<file path="src/rtl/display_pkg.sv">
// rtl/display_pkg.sv - shared constants, FSM states and blanking rule for the 7-seg display scan
package display_pkg;

  localparam int N_DIGITOS = 6;
  localparam int BCD_W     = 21;
  localparam int SIGNO_BIT = 20;

  typedef enum logic {INACTIVO, BARRIDO} estado_t;

  // Slot 0 always shows a digit; slots 1..4 hide leading zeros; slot 5 shows only a minus sign.
  function automatic logic en_blanco(input logic [BCD_W-1:0] codigo, input logic [2:0] pos);
    logic ceros;
    en_blanco = 1'b1;
    ceros     = 1'b1;
    for (int k = 4; k >= 1; k--) begin
      ceros = ceros & (codigo[4*k +: 4] == 4'd0);
      if (pos == 3'(k)) en_blanco = ceros;
    end
    if (pos == 3'd0) en_blanco = 1'b0;
    if (pos == 3'd5) en_blanco = ~codigo[SIGNO_BIT];
  endfunction

endpackage

</file>
<file path="src/rtl/controlador_display_if.sv">
// rtl/controlador_display_if.sv - result handshake from binario_a_BCD into the display controller
interface controlador_display_if;

  logic [display_pkg::BCD_W-1:0] codigo_BCD_in;
  logic                          valido;
  logic                          aceptado;

  modport master (output codigo_BCD_in, output valido, input aceptado);
  modport slave  (input codigo_BCD_in, input valido, output aceptado);

endinterface

</file>
<file path="src/rtl/divisor_refresco.sv">
// rtl/divisor_refresco.sv - prescaler producing one tick every DIV clock cycles
module divisor_refresco #(
  parameter int DIV = 100000
) (
  input  logic clk,
  input  logic rst,
  output logic tick
);

  localparam int W = (DIV > 1) ? $clog2(DIV) : 1;

  logic [W-1:0] cuenta_q, cuenta_d;

  assign tick = (cuenta_q == W'(DIV - 1));

  always_comb begin
    cuenta_d = tick ? '0 : cuenta_q + 1'b1;
  end

  always_ff @(posedge clk) begin
    if (rst) cuenta_q <= '0;
    else     cuenta_q <= cuenta_d;
  end

endmodule

</file>
<file path="src/rtl/controlador_display.sv">
// rtl/controlador_display.sv - time-multiplexed 7-seg scan of a signed 6-digit BCD result
// New results are held pending and only swapped in at frame boundaries so a frame never tears.
module controlador_display
  import display_pkg::*;
#(
  parameter int N_ANODOS     = 8,
  parameter int DIV_REFRESCO = 100000
) (
  input  logic                 clk,
  input  logic                 rst,
  input  logic                 encendido,
  controlador_display_if.slave bus,
  output logic [BCD_W-1:0]     codigo_BCD,
  output logic [2:0]           contador_actualizar,
  output logic [N_ANODOS-1:0]  anodos
);

  logic                tick, fin_trama;
  estado_t             estado_q, estado_d;
  logic [2:0]          contador_q, contador_d;
  logic [BCD_W-1:0]    codigo_q, codigo_d, pend_q, pend_d;
  logic                pendiente_q, pendiente_d;
  logic                aceptado_q, aceptado_d;
  logic                hay_codigo_q, hay_codigo_d;
  logic [N_ANODOS-1:0] anodos_q, anodos_d;

  divisor_refresco #(.DIV(DIV_REFRESCO)) u_divisor (
    .clk  (clk),
    .rst  (rst),
    .tick (tick)
  );

  assign fin_trama = tick && (contador_q == 3'(N_DIGITOS - 1));

  always_comb begin
    contador_d = contador_q;
    if (tick) contador_d = (contador_q == 3'(N_DIGITOS - 1)) ? 3'd0 : contador_q + 3'd1;

    pend_d       = pend_q;
    pendiente_d  = pendiente_q;
    codigo_d     = codigo_q;
    aceptado_d   = 1'b0;
    hay_codigo_d = hay_codigo_q;
    if (bus.valido) begin
      pend_d      = bus.codigo_BCD_in;
      pendiente_d = 1'b1;
    end
    // A strobe landing on the boundary itself bypasses the pending register.
    if (fin_trama) begin
      if (bus.valido) begin
        codigo_d   = bus.codigo_BCD_in;
        aceptado_d = 1'b1;
      end else if (pendiente_q) begin
        codigo_d   = pend_q;
        aceptado_d = 1'b1;
      end
      pendiente_d = 1'b0;
    end
    if (aceptado_d) hay_codigo_d = 1'b1;

    estado_d = estado_q;
    case (estado_q)
      INACTIVO: if (encendido && (aceptado_d || (tick && hay_codigo_q))) estado_d = BARRIDO;
      BARRIDO:  if (!encendido) estado_d = INACTIVO;
      default:  estado_d = INACTIVO;
    endcase

    // Built from next-state slot and code so anodes move on the same edge as the counter.
    anodos_d = '1;
    if (estado_d == BARRIDO && !en_blanco(codigo_d, contador_d)) begin
      for (int i = 0; i < N_ANODOS; i++) begin
        if (int'(contador_d) == i) anodos_d[i] = 1'b0;
      end
    end
  end

  always_ff @(posedge clk) begin
    if (rst) begin
      estado_q     <= INACTIVO;
      contador_q   <= 3'd0;
      codigo_q     <= '0;
      pend_q       <= '0;
      pendiente_q  <= 1'b0;
      aceptado_q   <= 1'b0;
      hay_codigo_q <= 1'b0;
      anodos_q     <= '1;
    end else begin
      estado_q     <= estado_d;
      contador_q   <= contador_d;
      codigo_q     <= codigo_d;
      pend_q       <= pend_d;
      pendiente_q  <= pendiente_d;
      aceptado_q   <= aceptado_d;
      hay_codigo_q <= hay_codigo_d;
      anodos_q     <= anodos_d;
    end
  end

  assign bus.aceptado        = aceptado_q;
  assign codigo_BCD          = codigo_q;
  assign contador_actualizar = contador_q;
  assign anodos              = anodos_q;

endmodule

</file>
<file path="src/flat_wrapper.sv">
// flat-port wrapper written by rule: the top's interface ports become plain ports
module controlador_display_flat import display_pkg::*;
#(
  parameter int N_ANODOS     = 8,
  parameter int DIV_REFRESCO = 100000
)
  (clk, rst, encendido, codigo_BCD, contador_actualizar, anodos, bus_codigo_BCD_in, bus_valido, bus_aceptado);
  controlador_display_if bus_i ();
  input  logic clk;
  input  logic rst;
  input  logic encendido;
  output logic [BCD_W-1:0] codigo_BCD;
  output logic [2:0] contador_actualizar;
  output logic [N_ANODOS-1:0] anodos;
  input wire logic [$bits(bus_i.codigo_BCD_in)-1:0] bus_codigo_BCD_in;
  input wire logic [$bits(bus_i.valido)-1:0] bus_valido;
  output wire logic [$bits(bus_i.aceptado)-1:0] bus_aceptado;
  assign bus_i.codigo_BCD_in = bus_codigo_BCD_in;
  assign bus_i.valido = bus_valido;
  assign bus_aceptado = bus_i.aceptado;
  controlador_display #(.N_ANODOS(N_ANODOS), .DIV_REFRESCO(DIV_REFRESCO)) u_core (.clk(clk), .rst(rst), .encendido(encendido), .bus(bus_i), .codigo_BCD(codigo_BCD), .contador_actualizar(contador_actualizar), .anodos(anodos));
endmodule
</file>
<file path="config.mk">
export PLATFORM = sky130hd
export DESIGN_NAME = controlador_display_flat
export DESIGN_NICKNAME = d
export VERILOG_FILES = /design/src/rtl/display_pkg.sv /design/src/rtl/controlador_display_if.sv /design/src/rtl/divisor_refresco.sv /design/src/rtl/controlador_display.sv /design/src/flat_wrapper.sv
export SDC_FILE = /design/constraint.sdc
export NUM_CORES = 1
export LEC_CHECK = 0
export ABC_AREA = 1
export BUFFER_PORTS_ARGS = -buffer_cell sky130_fd_sc_hd__buf_4
export CORE_MARGIN = 3
export CORE_UTILIZATION = 35
export CTS_BUF_LIST = sky130_fd_sc_hd__clkbuf_4
export CTS_CLUSTER_DIAMETER = 80
export CTS_CLUSTER_SIZE = 20
export DETAILED_ROUTE_END_ITERATION = 7
export GPL_TIMING_DRIVEN = 1
export PLACE_DENSITY = 0.6
export SLEW_MARGIN = 20
export SYNTH_ARGS = -nofsm -noshare
export SYNTH_HDL_FRONTEND = slang
export SYNTH_SLANG_ARGS = --single-unit
</file>
<file path="constraint.sdc">
create_clock -name clk -period 2.1 [get_ports clk]
set_input_delay 0.105 -clock clk [delete_from_list [all_inputs] [get_ports clk]]
set_output_delay 0.105 -clock clk [all_outputs]
set_load 0.02 [all_outputs]
</file>
-- After elaboration in Yosys (flattened, before gate mapping)
Index checks and enable logic that the tools add are counted.
- bits in registers: 74
- output and inout bits: 33
- input port bits: 25
- word-level logic and storage cells: 74
- mux-type cells: 25
- reduce and logical (&&, ||, !) cells: 17
- bitwise operators: 6
- add/sub/neg operators: 2
- equal/unequal tests: 14
- operators by type and width (kind ; number):
    21-bit 2-to-1 mux ; 3
    3-bit equality test, second input constant ; 7
    1-bit 2-to-1 mux ; 19
    17-bit by 1-bit adder with 17-bit output, second input constant ; 1
    17-bit equality test, second input constant ; 1
    4-bit logical NOT ; 4
    3-bit by 2-bit equality test with 1-bit output, second input constant ; 4
    3-bit by 1-bit equality test with 1-bit output, second input constant ; 2
    3-bit logical NOT ; 2
    3-bit 2-to-1 mux ; 2
    2-bit OR reduction ; 3
    1-bit logical AND ; 4
    3-bit by 1-bit adder with 3-bit output, second input constant ; 1
    1-bit AND ; 3
    1-bit inverter ; 3
    1-bit one-hot mux with 2 select lines ; 1
    2-bit AND reduction ; 1
    2-bit nonzero test ; 1
    1-bit logical NOT ; 1
    1-bit logical OR ; 1

-- Depth between registers and ports, before layout
Gate-level depths: netlist of the first run.
- word-level depth: 14
- depth in mapped cells: 15
- gate-level depth less buffers: 15

-- Cells and area by module
From an unflattened synthesis of the first run, not the netlist that was laid out.
- cell total of the unflattened synthesis: 475
- area total of the unflattened synthesis: 3313.2 um2
- modules (own cells, without submodules) (module ; area each (um2) ; cells an instance ; instances ; sequential area each (um2)):
    controlador_display ; 2364.8 ; 335 ; 1 ; 1141.1
    divisor_refresco ; 948.4 ; 140 ; 1 ; 340.3

-- Least setup slack after synthesis of the first run
No wires, ideal clock.
- kind: reg-to-reg
- start: register u_core.contador_q[0] (netlist: u_core.contador_actualizar[0])
- end: register u_core.anodos_q[3] (netlist: u_core.anodos[3])
- arrival time: 1.800 ns
- path buffers: 0
- clock period less this slack: 1.862 ns
- stages on the path, launching flop included: 13
- library setup time: 0.062 ns
- setup slack: 0.238 ns
- data required time: 2.038 ns
- path through: dfxtp_1 -> inv_2 -> nor3_4 -> nand4_4 -> nor2_4 -> inv_4 -> nand2_4 -> nand2_2 -> nor2_2 -> nand2_1 -> o21ai_2 -> nand2_2 -> nand3_1
- longest elaborated chain between the ends: 14
- elaborated cells on any way between the ends: 37
- those cells by class: 1 x add/sub; 7 x eq/ne; 13 x mux; 5 x bitwise; 11 x reduce/logical
- RTL lines (element ; RTL line ; source):
    start: declaration ; controlador_display.sv:20 ; logic [2:0] contador_q, contador_d;
    start signal: assignment ; controlador_display.sv:89 ; contador_q <= contador_d;
    3-bit by 1-bit adder with 3-bit output or 3-bit equality test (tied branches) ; controlador_display.sv:37, controlador_display.sv:33 ;
    3-bit 2-to-1 mux or 1-bit logical AND (tied branches) ; controlador_display.sv:37, controlador_display.sv:33 ;
    3-bit 2-to-1 mux or 21-bit 2-to-1 mux (tied branches) ; controlador_display.sv:37, controlador_display.sv:49 ;
    3-bit equality test or 4-bit logical NOT (tied branches) ; display_pkg.sv:17, display_pkg.sv:16 ;
    1-bit 2-to-1 mux or 1-bit AND (tied branches) (3 in a row) ; display_pkg.sv:17, display_pkg.sv:16 ;
    1-bit 2-to-1 mux ; display_pkg.sv:17 ; if (pos == 3'(k)) en_blanco = ceros;
    1-bit 2-to-1 mux ; display_pkg.sv:19 ; if (pos == 3'd0) en_blanco = 1'b0;
    1-bit 2-to-1 mux ; display_pkg.sv:20 ; if (pos == 3'd5) en_blanco = ~codigo[SIGNO_BIT];
    1-bit logical NOT ; controlador_display.sv:70 ; if (estado_d == BARRIDO && !en_blanco(codigo_d, contador_d)) begin
    1-bit logical AND ; controlador_display.sv:70 ;
    1-bit inverter (no source line) ; n/a ;
    2-bit OR reduction (no source line) ; n/a ;
    end signal: assignment ; controlador_display.sv:95 ; anodos_q <= anodos_d;
    end: declaration ; controlador_display.sv:25 ; logic [N_ANODOS-1:0] anodos_q, anodos_d;
Parallel ways exist; a longest one is shown, timed or not.
A chain may end at the register's enable or synchronous reset.

-- Final worst setup path of the first run
- start: register u_core.u_divisor.cuenta_q[0]
- end: register u_core.anodos_q[2] (netlist: u_core.anodos[2])
- longest elaborated chain between the ends: 14
- elaborated cells on any way between the ends: 36
- those cells by class: 7 x eq/ne; 12 x mux; 5 x bitwise; 12 x reduce/logical
- RTL lines (element ; RTL line ; source):
    start: declaration ; divisor_refresco.sv:12 ; logic [W-1:0] cuenta_q, cuenta_d;
    start signal: assignment ; divisor_refresco.sv:22 ; else cuenta_q <= cuenta_d;
    17-bit equality test (*) ; divisor_refresco.sv:14 ; assign tick = (cuenta_q == W'(DIV - 1));
    1-bit logical AND ; controlador_display.sv:33 ; assign fin_trama = tick && (contador_q == 3'(N_DIGITOS - 1));
    21-bit 2-to-1 mux ; controlador_display.sv:49 ; if (fin_trama) begin
    4-bit logical NOT ; display_pkg.sv:16 ; ceros = ceros & (codigo[4*k +: 4] == 4'd0);
    1-bit 2-to-1 mux or 1-bit AND (tied branches) (3 in a row) ; display_pkg.sv:17, display_pkg.sv:16 ;
    1-bit 2-to-1 mux ; display_pkg.sv:17 ;
    1-bit 2-to-1 mux ; display_pkg.sv:19 ;
    1-bit 2-to-1 mux ; display_pkg.sv:20 ;
    1-bit logical NOT ; controlador_display.sv:70 ;
    1-bit logical AND ; controlador_display.sv:70 ;
    1-bit inverter (no source line) ; n/a ;
    2-bit OR reduction (no source line) ; n/a ;
Every way passes the cells marked *; elsewhere a longest branch is shown, timed or not.

==> impl_metrics.ini, run 1 <==
[outcome]
status = finished clean

[grt]
grt_pass1_vias = 3147
grt_remaining_overflow = 0
grt_pass1_wl_um = 14500
grt.total_usage_pct = 16.1
antenna_found_initial = 0
grt_max_degree = 44

[placement]
portBuffers = 57
dpl-instance-area_mm2 = 0.00410
dp_hpwl_um = 6290
place_congestion = 0.818

[yosys]
synthesis.area_mm2 = 0.00345
ys.flop_type = dfxtp_1
async_flop_share_pct = 0
synth.top_cell.area_share_pct = 42.9
synth_top_area_cell = dfxtp_1
synth-seq-cells = 74
syn_inst = 480
avgSynthCellArea_um2 = 7.19
yosys_warnings = 0
ys_types = 44
synth-edff-count = 0
ys_seq_area_share_pct = 42.9
synth_area_leaders = dfxtp_1 43%, nand2_1 17%, a21oi_1 5.2%

[clock_network]
clockRootBuffer = clkbuf_4
cts-htree-levels = 3
clk_latency_ps = 430
cts_sinks = 74
cts.clk_slew.worst_paths_ps = 130
cts_buffers = 9
clk_path_buf_depth = 2
cts_tree = yes

[timing]
final.min_clock_period_ps = 2040
fmax_mhz = 490
finalClockSkew_ps = 22.5
rsz0062_at_grt = yes
hold_ws_ps = 37.3
hold_viol_final = 0
setup_violations = 0
maxSlewViolCount = 0
fin_crit_sh_pct = 97.2

[setup_path]
crit_fanout = 7
critPathKind = register to register
ff2ff_path_depth = 16
cp_slowest_cell = dfxtp_4
cp-start-kind = register
r2r_start = u_core.u_divisor.cuenta_q[0]
worst_ep_arrival_time_ps = 2400
path_cells = ha_4 -> nand2_4 -> nor2_8 -> nand2_2 -> nor2_4 -> buf_6 -> nand3_2 -> nand2_2 -> nand2_2 -> nor2_2 -> nand2_2 -> nand2_2 -> nand2_2 -> nor2_4 -> nand2_4 -> nand3_1
slowest_delay_ps = 380
reg2reg_to = u_core.anodos[2]
critPathRequiredTime_ps = 2460
r2r_slack_ps = 60
cp-end-kind = register
cp_common_cell = nand2_2

[final_layout]
nets = 604
area_growth_pct = 34.2
antenna_cells = 0
drive_above_1_share_pct = 28.1
final_area_mm2 = 0.00463

[floorplan]
boundaryPins = 58
die_area_mm2 = 0.0111
num_rows = 35
die_x_um = 105
fp.dieH_um = 105
core_mm2 = 0.00942
initial_core_util_pct = 36.6

[routing]
wl_per_cell_um = 12.3
drc = 0
drtAntennaViolNets = 0
drt_iter0_drc = 138
vias = 3298
via_per_inst = 4.63
wl_um = 8740
first_pass_iters = 4

[power_and_ir_drop]
vdd_drop_max_mv = 0.311
leakage_uw = 0.00217
finalPower_uw = 2670
power.density_mw_per_mm2 = 577

[min_path]
whs_endpoint = u_core.hay_codigo_q
hold_class = input port to register
min_delay_path_depth = 3
hp-start = rst

[run]
maxCapViolCount = 0
==> flip-flops by register name, indices dropped and copies added (netlist names) <==
register / flops
u_core.codigo_BCD: 21
u_core.pendiente_q: 1
u_core.contador_actualizar: 3
u_core.estado_q: 1
u_core.pend_q: 21
u_core.bus.aceptado: 1
u_core.u_divisor.cuenta_q: 17
u_core.anodos: 8
u_core.hay_codigo_q: 1
==> layout make-up <==
class	instances	area [µm²]
Clock buffer	11	82.6
Fill cell	919	4790
Timing Repair Buffer	100	811
Tap cell	129	161
Multi-Input combinational cell	344	1810
Clock inverter	5	78.8
Inverter	49	189
Sequential cell	74	1490
==> how the worst max path moves through the flow <==
| stage | to | cells after the start | from | slack (ps) |
|---|---|---|---|---|
| finish | u_core.anodos[2] | 16 | u_core.u_divisor.cuenta_q[0] | 60 |
| global route | u_core.anodos[2] | 15 | u_core.u_divisor.cuenta_q[7] | -70 |
| CTS | u_core.anodos[1] | 15 | u_core.u_divisor.cuenta_q[0] | 3 |
| detailed placement | u_core.anodos[1] | 12 | u_core.u_divisor.cuenta_q[0] | 20 |
| global placement | u_core.anodos[2] | 15 | u_core.u_divisor.cuenta_q[0] | 60 |
| floorplan | u_core.anodos[3] | 12 | u_core.contador_actualizar[0] | 240 |
==> cells in the mapped netlist, types with 3 or more instances <==
library cell	n
nand2_1	155
dfxtp_1	74
nor2_1	43
a21oi_1	36
inv_1	33
nand3_1	25
inv_2	13
nand2_2	11
o21ai_0	11
clkbuf_1	7
nor2_4	7
a21boi_1	5
nand4_1	5
nor2_2	5
buf_2	4
nor3_1	4
a21boi_0	3
nand3_2	3
nor3b_1	3
o21a_1	3
==> logic make-up after synthesis <==
kind of cell / Yosys count / share of synthesized area [%]
AOI/OAI and AO/OA: 66 / 10.9
xor gates and xnor gates: 3 / 0.762
adders and majority gates: 1 / 0.363
buffers and inverters: 63 / 7.47
DFF: 74 / 42.9
muxes: 1 / 0.290
other: 1 / 0.109
and+or+nand+nor: 271 / 37.1
==> worst max-delay path: cells and delay by family (launching register included) <==
family        cells  cell delay (ps)
fa+ha+maj         1              150
flops             1              380
buf+inv           1              130
simple gates     14             1310
==> per-stage QoR <==
step | util, % | setup WS (ps) | cells | setup TNS (ps)
final | 49.2 | 59.6 | 712 | 0
after global routing | 49.2 | -73.3 | 712 | -340
after CTS | 47.6 | 3.48 | 707 | 0
after detailed placement | 43.6 | 19.0 | 670 | 0
after global placement | 43.6 | 63.8 | 670 | 0
after floorplan | - | 238 | 481 | 0
==> layer usage <==
metal  GRT usage, %  part of all wire, %  up-vias
li1               -                    -     1715
met1           20.3                   47     1494
met2           26.5                   48       72
met3           3.80                  3.7       17
met4           6.28                  1.9        0
met5              0                    0        -
==> power by group <==
part	internal, µW	leakage, µW	switching, µW
logic	104	0.00149	115
clock network	506	0.0000807	500
registers	1430	0.000605	12.7
total	2040	0.00217	627
==> layout by cell type, fill, tap and decap left out, types with 13 or more instances in the layout <==
master / n
nand3_1: 23
dlygate4sd3_1: 21
nand2_2: 13
inv_1: 33
a21oi_1: 36
nor2_1: 41
inv_2: 13
nand2_1: 149
buf_4: 77
dfxtp_1: 68
==> what timing repair did <==
item	CTS	global route
hold endpoints to repair	21	0
resized for setup	1	30
setup endpoints to repair	1	8
pin swaps	0	6
hold buffers	21	0
setup buffers	0	5
No activity file was read; power rests on OpenSTA's default activity.
==> run 2, diff against run 1 <==
CORE_UTILIZATION = 54   (was 35)
PLACE_DENSITY = 0.83   (was 0.6)
==> run 2 against run 1 <==
The flow now finishes with violations (setup timing). Non-clock buffer count grew 7. Cell count shrank 6.5%. Sequential cell count is the same. Clock skew decreased by 5.3 ps. Worst hold slack worse by 17 ps. Die area shrank 33%. Worst setup slack lost 100 ps. Combinational power grew 2%. First-iteration DRC count rose to 2.7 times the previous value. Critical endpoint is now u_core.u_divisor.cuenta_q[16]. Highest routed layer unchanged.
==> impl_metrics.ini, run 2 (synthesis results as in run 1) <==
[outcome]
status = complete, but fails checks
violations = setup timing

[setup_path]
r2r_start = u_core.u_divisor.cuenta_q[1]
reg2reg_to = u_core.u_divisor.cuenta_q[16]
critPathKind = register to register
slowest_delay_ps = 380
worst_ep_arrival_time_ps = 2480
cp_num_buf_inv = 4
endpoint = u_core.u_divisor.cuenta_q[16]
ff2ff_path_depth = 15
path_cells = ha_4 -> nand2_4 -> nor2_8 -> buf_4 -> inv_2 -> nor2_2 -> nand2_1 -> nor2_2 -> inv_2 -> nor3_4 -> inv_2 -> nor3_4 -> nand2_1 -> xor2_1 -> nor2_1
cp-end-kind = register
r2r_slack_ps = -40
critPathRequiredTime_ps = 2440
cp_slowest_cell = dfxtp_2
cp_top_family = simple AND/OR/NAND/NOR gates
cp_common_cell = inv_2
cp_num_cells = 15
cp-start-kind = register
crit_path_start = u_core.u_divisor.cuenta_q[1]
crit_fanout = 5

[placement]
place_congestion = 0.844
dpl-instance-area_mm2 = 0.00400
place_ws_ps = -0.776
dp_hpwl_um = 5770
dp_cells = 611
portBuffers = 57

[floorplan]
num_rows = 28
core_mm2 = 0.00606
fp.dieH_um = 85.9
die_x_um = 85.9
initial_core_util_pct = 56.9
boundaryPins = 58
die_area_mm2 = 0.00738

[timing]
setup_ws_ps = -42.7
maxSlewViolCount = 0
rsz0062_at_grt = yes
final.min_clock_period_ps = 2140
setup_violations = 5
fin_crit_sh_pct = 102
hold_ws_ps = 20.8
fmax_mhz = 467
hold_viol_final = 0
finalClockSkew_ps = 17.2

[routing]
drt_iter0_drc = 366
drc = 0
drtAntennaViolNets = 0
via_per_inst = 5.40
vias = 3598
wl_per_cell_um = 14.7
first_pass_iters = 5
wl_um = 9820

[final_layout]
area_growth_pct = 35.8
antenna_cells = 0
drive_above_1_share_pct = 32.0
seq_area_mm2 = 0.00150
nFillCells = 404
mostFrequentLayoutCell = nand2_1
final_cell_count_no_fill = 666
final_area_mm2 = 0.00469
final_cell_mix = 144 x nand2_1, 82 x buf_4, 65 x dfxtp_1
multi_input_area_mm2 = 0.00190
nets = 613

[grt]
grt.total_usage_pct = 24.2
antenna_found_initial = 0
grt_pass1_wl_um = 14200
grt_pass1_vias = 3154
grt_remaining_overflow = 0
grt_max_degree = 44

[power_and_ir_drop]
power.density_mw_per_mm2 = 545
leakage_uw = 0.00224
vdd_drop_max_mv = 0.510

[clock_network]
cts.clk_slew.worst_paths_ps = 120
cts_buffers = 9
clk_latency_ps = 430
cts_tree = yes
clk_path_buf_depth = 2
clockRootBuffer = clkbuf_4
cts-htree-levels = 3
cts_sinks = 74

[run]
maxCapViolCount = 0

[min_path]
hold_class = input port to register
==> run 2: final cells by class <==
type                       instances  share of cell area, %
multi-input combinational        346                   40.6
inverter                          49                   4.03
timing repair buffer             107                   18.8
clock inverter                     4                  0.935
clock buffer                      11                   1.76
sequential                        74                   31.9
tap                               75                   2.00
==> run 2: report_power, final <==
| group | switching, µW | total (µW) | internal (µW) | leakage [µW] |
|---|---|---|---|---|
| Combinational | 120 | 223 | 103 | 0.00156 |
| Clock | 505 | 882 | 377 | 0.0000741 |
| Sequential | 15.4 | 1450 | 1430 | 0.000606 |
| Total | 640 | 2550 | 1910 | 0.00224 |
==> run 2: worst min-delay path by stage <==
stage / cells past startpoint / from / endpoint
3_3_place_gp: 3 / bus_codigo_BCD_in[20] / u_core.pend_q[20]
4_1_cts: 3 / bus_valido / u_core.pend_q[20]
3_5_place_dp: 3 / bus_codigo_BCD_in[11] / u_core.pend_q[11]
5_1_grt: 3 / bus_valido / u_core.pend_q[20]
6_report: 3 / bus_valido / u_core.pend_q[20]
2_1_floorplan: 2 / bus_valido / u_core.pend_q[18]
==> run 2: stage by stage <==
stage               TNS (ps)  utilization (%)  power, µW
finish                  -101             77.3       2550
global route           -1130             77.3       2650
CTS                        0             71.7       2540
detailed placement     -1.26             65.9       1660
global placement           0             65.9       1650
floorplan                  0                -       1580
==> run 2: what timing repair did <==
item | CTS | global route
pin swaps | 1 | 23
setup endpoints to repair | 5 | 9
gates resized for setup | 0 | 52
endpoints found under the hold margin | 21 | 0
buffers inserted | 1 | 16
hold buffers | 21 | 0
cloned | 1 | 1
==> run 2: routing by layer <==
metal  global-route usage, %  wire length, µm  part of all wire, %
met1                    30.7             3860                   39
met2                    39.8             4910                   50
met3                    4.03              722                  7.4
met4                    11.8              329                  3.3
met5                       0                0                    0
==> run 2: worst min-delay path: cells and delay by family <==
| kind | cells | cell delay (ps) |
|---|---|---|
| buf+inv | 1 | 140 |
| mux | 1 | 100 |
| simple gates | 1 | 80 |
